## src/rtl/oam_dma_engine.sv

```systemverilog
// OAM DMA engine: snoops CPU writes to $4014, halts the CPU and copies the
// 256-byte source page {PG,$00..$FF} to the PPU OAM data port at $2004 as
// alternating read/write bus cycles.
// Optional feature: define OAM_DMA_ALIGN_EN to insert an ALIGN cycle so that
// every READ lands on a "get" (P=0) cycle.
module oam_dma_engine (
  input  logic        i_clk_cpu,
  input  logic        i_rst,
  input  logic        i_cpu_wr,
  input  logic [15:0] i_cpu_addr,
  input  logic [7:0]  i_cpu_data,
  output logic        o_halt,
  output logic [15:0] o_addr,
  output logic        o_rnw,
  output logic        o_ce,
  input  logic [7:0]  i_data_in,
  output logic [7:0]  o_data_out,
  output logic        o_busy,
  output logic        o_done
);

  typedef enum logic [2:0] {
    IDLE  = 3'd0,
    HALT  = 3'd1,
    ALIGN = 3'd2,
    READ  = 3'd3,
    WRITE = 3'd4
  } state_t;

  state_t     state, state_nx;
  logic [7:0] pg, pg_nx;
  logic [7:0] idx, idx_nx;
  logic [7:0] d, d_nx;
  logic       p;
  logic       trig;

  assign trig = (state == IDLE) && i_cpu_wr && (i_cpu_addr == 16'h4014);

  // Next-state, page/index and data-register update logic
  always_comb begin
    state_nx = state;
    pg_nx    = pg;
    idx_nx   = idx;
    d_nx     = d;
    case (state)
      IDLE: begin
        if (trig) begin
          state_nx = HALT;
          pg_nx    = i_cpu_data;
          idx_nx   = '0;
        end
      end
      HALT: begin
`ifdef OAM_DMA_ALIGN_EN
        // P=0 now means the following cycle is a put cycle; burn it in ALIGN
        state_nx = p ? READ : ALIGN;
`else
        state_nx = READ;
`endif
      end
      ALIGN: state_nx = READ;
      READ: begin
        state_nx = WRITE;
        d_nx     = i_data_in;
      end
      WRITE: begin
        idx_nx   = idx + 8'd1;
        state_nx = (idx == 8'hFF) ? IDLE : READ;
      end
      default: state_nx = IDLE;
    endcase
  end

  // State, page, index, data and parity registers
  always_ff @(posedge i_clk_cpu or posedge i_rst) begin
    if (i_rst) begin
      state <= IDLE;
      pg    <= '0;
      idx   <= '0;
      d     <= '0;
      p     <= 1'b0;
    end else begin
      state <= state_nx;
      pg    <= pg_nx;
      idx   <= idx_nx;
      d     <= d_nx;
      p     <= ~p;
    end
  end

  // Registered bus/status outputs, decoded from the state being entered so
  // they line up with that state's cycle without any input-to-output path
  always_ff @(posedge i_clk_cpu or posedge i_rst) begin
    if (i_rst) begin
      o_halt     <= 1'b0;
      o_busy     <= 1'b0;
      o_done     <= 1'b0;
      o_addr     <= '0;
      o_rnw      <= 1'b1;
      o_ce       <= 1'b0;
      o_data_out <= '0;
    end else begin
      o_halt     <= (state_nx != IDLE);
      o_busy     <= (state_nx != IDLE);
      o_done     <= (state == WRITE) && (idx == 8'hFF);
      o_rnw      <= (state_nx != WRITE);
      o_ce       <= (state_nx == READ) && pg_nx[7];
      o_data_out <= (state_nx == WRITE) ? d_nx : '0;
      case (state_nx)
        READ:    o_addr <= {pg_nx, idx_nx};
        WRITE:   o_addr <= 16'h2004;
        default: o_addr <= '0;
      endcase
    end
  end

endmodule
```

## config.mk

```make
export PLATFORM = sky130hd
export DESIGN_NAME = oam_dma_engine
export DESIGN_NICKNAME = d
export VERILOG_FILES = /design/src/rtl/oam_dma_engine.sv
export SDC_FILE = /design/constraint.sdc
export NUM_CORES = 1
export LEC_CHECK = 0
export CAP_MARGIN = 20
export CORE_MARGIN = 1
export CORE_UTILIZATION = 44
export CTS_CLUSTER_DIAMETER = 80
export CTS_CLUSTER_SIZE = 25
export DETAILED_ROUTE_END_ITERATION = 6
export HOLD_SLACK_MARGIN = 0.05
export PLACE_DENSITY_LB_ADDON = 0.05
export SYNTH_ARGS = -nofsm -noshare
export SYNTH_HDL_FRONTEND = slang
export SYNTH_SLANG_ARGS = --single-unit
```

## constraint.sdc

```tcl
create_clock -name i_clk_cpu -period 2.08 [get_ports i_clk_cpu]
set_input_delay 0.416 -clock i_clk_cpu [delete_from_list [all_inputs] [get_ports i_clk_cpu]]
set_output_delay 0.416 -clock i_clk_cpu [all_outputs]
set_load 0.005 [all_outputs]
```

==> metrics.cfg <==
[outcome]
status = finished, final reports clean

[finish]
area_delta_synth_final_pct = 42.0
regArea_mm2 = 0.00118
layout_commonest_cell = clkdlybuf4s50_1
num-fill-cells = 313
stdcell_count = 285
multi_input_area_um2 = 639
diodes = 0
fin_area_mm2 = 0.00267
layout.nets = 270
drive_gt1_frac = 0.111
final_cell_mix = clkdlybuf4s50_1, dfrtp_1, nor2_1, nand3_1, nand2_1

[yosys]
avgSynthCellArea_um2 = 11.4
synth_cell_types = 39
yosysSeqAreaShare = 0.627
synthesis.area_mm2 = 0.00188
synth_seq_cells = 47
yosysWarnings = 0
syn_nets = 201
synth_cells = 165

[timing]
slew_violations = 0
worst_slew_pin_slew_ns = 0.358
fin_ws_ns = 0.200
max_freq_mhz = 532
period_share = 0.904
grt_setup_unrepaired = false
finClkSkew_ns = 0.00751
period_needed_ns = 1.88
setup-violations-final = 0
finalHoldViolations = 0
max_slew_margin = 0.758
finalSetupTns_ns = 0

[clock_network]
clkSinkCount = 47
post_cts_buffers = 0
clkTransAtPathRegs_ns = 0.08
clkLatencyLatePin_ns = 0.29
cts_buffers = 5
cts_hold_buffers = 0
clk_path_buf_depth = 2
root_buffer = clkbuf_8
cts_tree = yes
post_cts_resized = 0
cts_max_level = 2

[power_and_ir_drop]
powerDensity_mw_per_mm2 = 949
swShare = 0.321
intPower_mw = 1.72
total_power_mw = 2.53
leakagePower_nw = 1.23
p_switching_mw = 0.813
comb_power_share = 0.319
clock_power_share = 0.207
seq_power_share = 0.473
ir_drop_uv = 591

[floorplan]
rows = 23
die_y_um = 67.3
io_pins = 64
die_x_um = 67.3
core_mm2 = 0.00406
die_area_mm2 = 0.00453
floorplan.initialDensity = 0.463

[job]
max-cap-violations = 0

[global_route]
grtUsageTotal = 0.201
grt_pass1_wl_um = 6620
grt_pass1_vias = 1420
antenna_found_initial = 0
overflow = 0
grt_max_degree = 43

[route]
wl_met3_um = 188
via_count = 1482
wl_um = 3910
route.met2.wl_um = 1960
routed.top_layer = met4
ant_nets = 0
wl_met1_um = 1660
drt_iter0_drc = 48
drt_pass1_iterations = 4
vias_per_cell = 5.20
wl_per_cell_um = 13.7
drc_errors = 0

[worst_hold_path]
min_path_type = in2async

[placement]
dp_hpwl_um = 2880
dpl_worst_slack_ns = -0.0354
gp_congestion = 0.868
numPortBuffers = 63
place_area_mm2 = 0.00259
dp_cells = 277

[setup_path]
rr_startpoint = state[2]$_DFF_PP0_
startpoint_type = input pin
cp_data_arrival_time_ns = 2.04
crit_path_max_fanout = 4
critPathKind = in2reg
r2r-end = o_addr[3]$_DFF_PP0_
rrSetupSlack_ns = 0.34
reg2reg_depth = 5
worstPathRequired_ns = 2.25
end_kind = flip-flop

## Yosys cell counts, drive strengths merged
cell type / count / area [µm²]
a211oi: 1 / 7.51
a21oi: 10 / 53.8
a31oi: 1 / 6.26
and2: 9 / 56.3
and3: 4 / 25.0
and4: 2 / 17.5
and4b: 1 / 10.0
buf: 5 / 38.8
clkbuf: 3 / 11.3
dfrtp: 46 / 1150
dfstp: 1 / 26.3
ha: 1 / 12.5
inv: 3 / 11.3
mux2: 1 / 11.3
mux2i: 1 / 10.0
nand2: 13 / 51.3
nand3: 14 / 70.1
nand4b: 1 / 8.76
nor2: 17 / 68.8
nor2b: 1 / 6.26
nor3: 2 / 15.0
nor3b: 1 / 12.5
nor4: 3 / 18.8
nor4b: 3 / 38.8
o211ai: 1 / 7.51
o21ai: 11 / 55.1
or2: 2 / 12.5
or3b: 1 / 11.3
xnor2: 4 / 35.0
xor2: 2 / 17.5
## worst max-delay path: stages
cell and delay [ns]:
clkdlybuf4s50_1 0.42, nor4b_1 0.39, nand3_1 0.23, buf_4 0.20, o21ai_0 0.24, a31oi_1 0.13
## area by class of cell
class | instances | share of cell area
clock buffer | 7 | 0.0286
clock inverter | 1 | 0.00188
inverter | 3 | 0.00422
multi-input combinational | 107 | 0.240
sequential | 47 | 0.441
tap | 50 | 0.0235
timing repair buffer | 70 | 0.261
## cells by family after synthesis
logic type | Yosys count | share of synthesized area
simple gates | 74 | 0.225
fa+ha+maj | 1 | 0.00666
xor+xnor | 6 | 0.0280
buf+inv | 11 | 0.0326
mux | 2 | 0.0113
compound gates | 24 | 0.0693
flops | 47 | 0.627
## power groups by stage
| stage | logic [mW] | clock network (mW) | registers (mW) |
|---|---|---|---|
| finish | 0.809 | 0.525 | 1.20 |
| CTS | 0.819 | 0.541 | 1.20 |
| detailed placement | 0.815 | 0 | 1.22 |
| global placement | 0.804 | 0 | 1.21 |
| global route | 0.909 | 0.575 | 1.22 |
| floorplan | 0.473 | 0 | 1.20 |
## registers in the layout, indices dropped and copies added (netlist names)
signal	cells
o_addr	16
idx	8
o_data_out	8
pg	8
state	3
o_busy	1
o_ce	1
o_done	1
o_rnw	1
## worst max path at each step
stage / startpoint / end / slack (ns) / depth (start not counted)
final: i_cpu_addr[13] / o_addr[3]$_DFF_PP0_ / 0.20 / 6
after global routing: i_cpu_addr[13] / o_addr[12]$_DFF_PP0_ / 0.02 / 6
after CTS: i_cpu_addr[13] / o_addr[3]$_DFF_PP0_ / 0.24 / 6
after detailed placement: i_cpu_addr[13] / o_addr[3]$_DFF_PP0_ / -0.04 / 6
after global placement: i_cpu_addr[13] / o_addr[3]$_DFF_PP0_ / -0.005 / 6
after floorplan: i_cpu_addr[1] / pg[5]$_DFF_PP0_ / 0.53 / 5
## through the flow
step	hold slack [ns]	util
after floorplan	0.465	-
after global placement	0.477	0.637
after detailed placement	0.488	0.637
after CTS	0.329	0.657
after global routing	0.331	0.657
final	0.324	0.657
## metal layers
metal | vias to the layer above | track usage
met5 | - | 0
met2 | 45 | 0.325
li1 | 702 | -
met3 | 10 | 0.0422
met1 | 725 | 0.253
met4 | 0 | 0.106
Power figures use the tool's default switching activity.
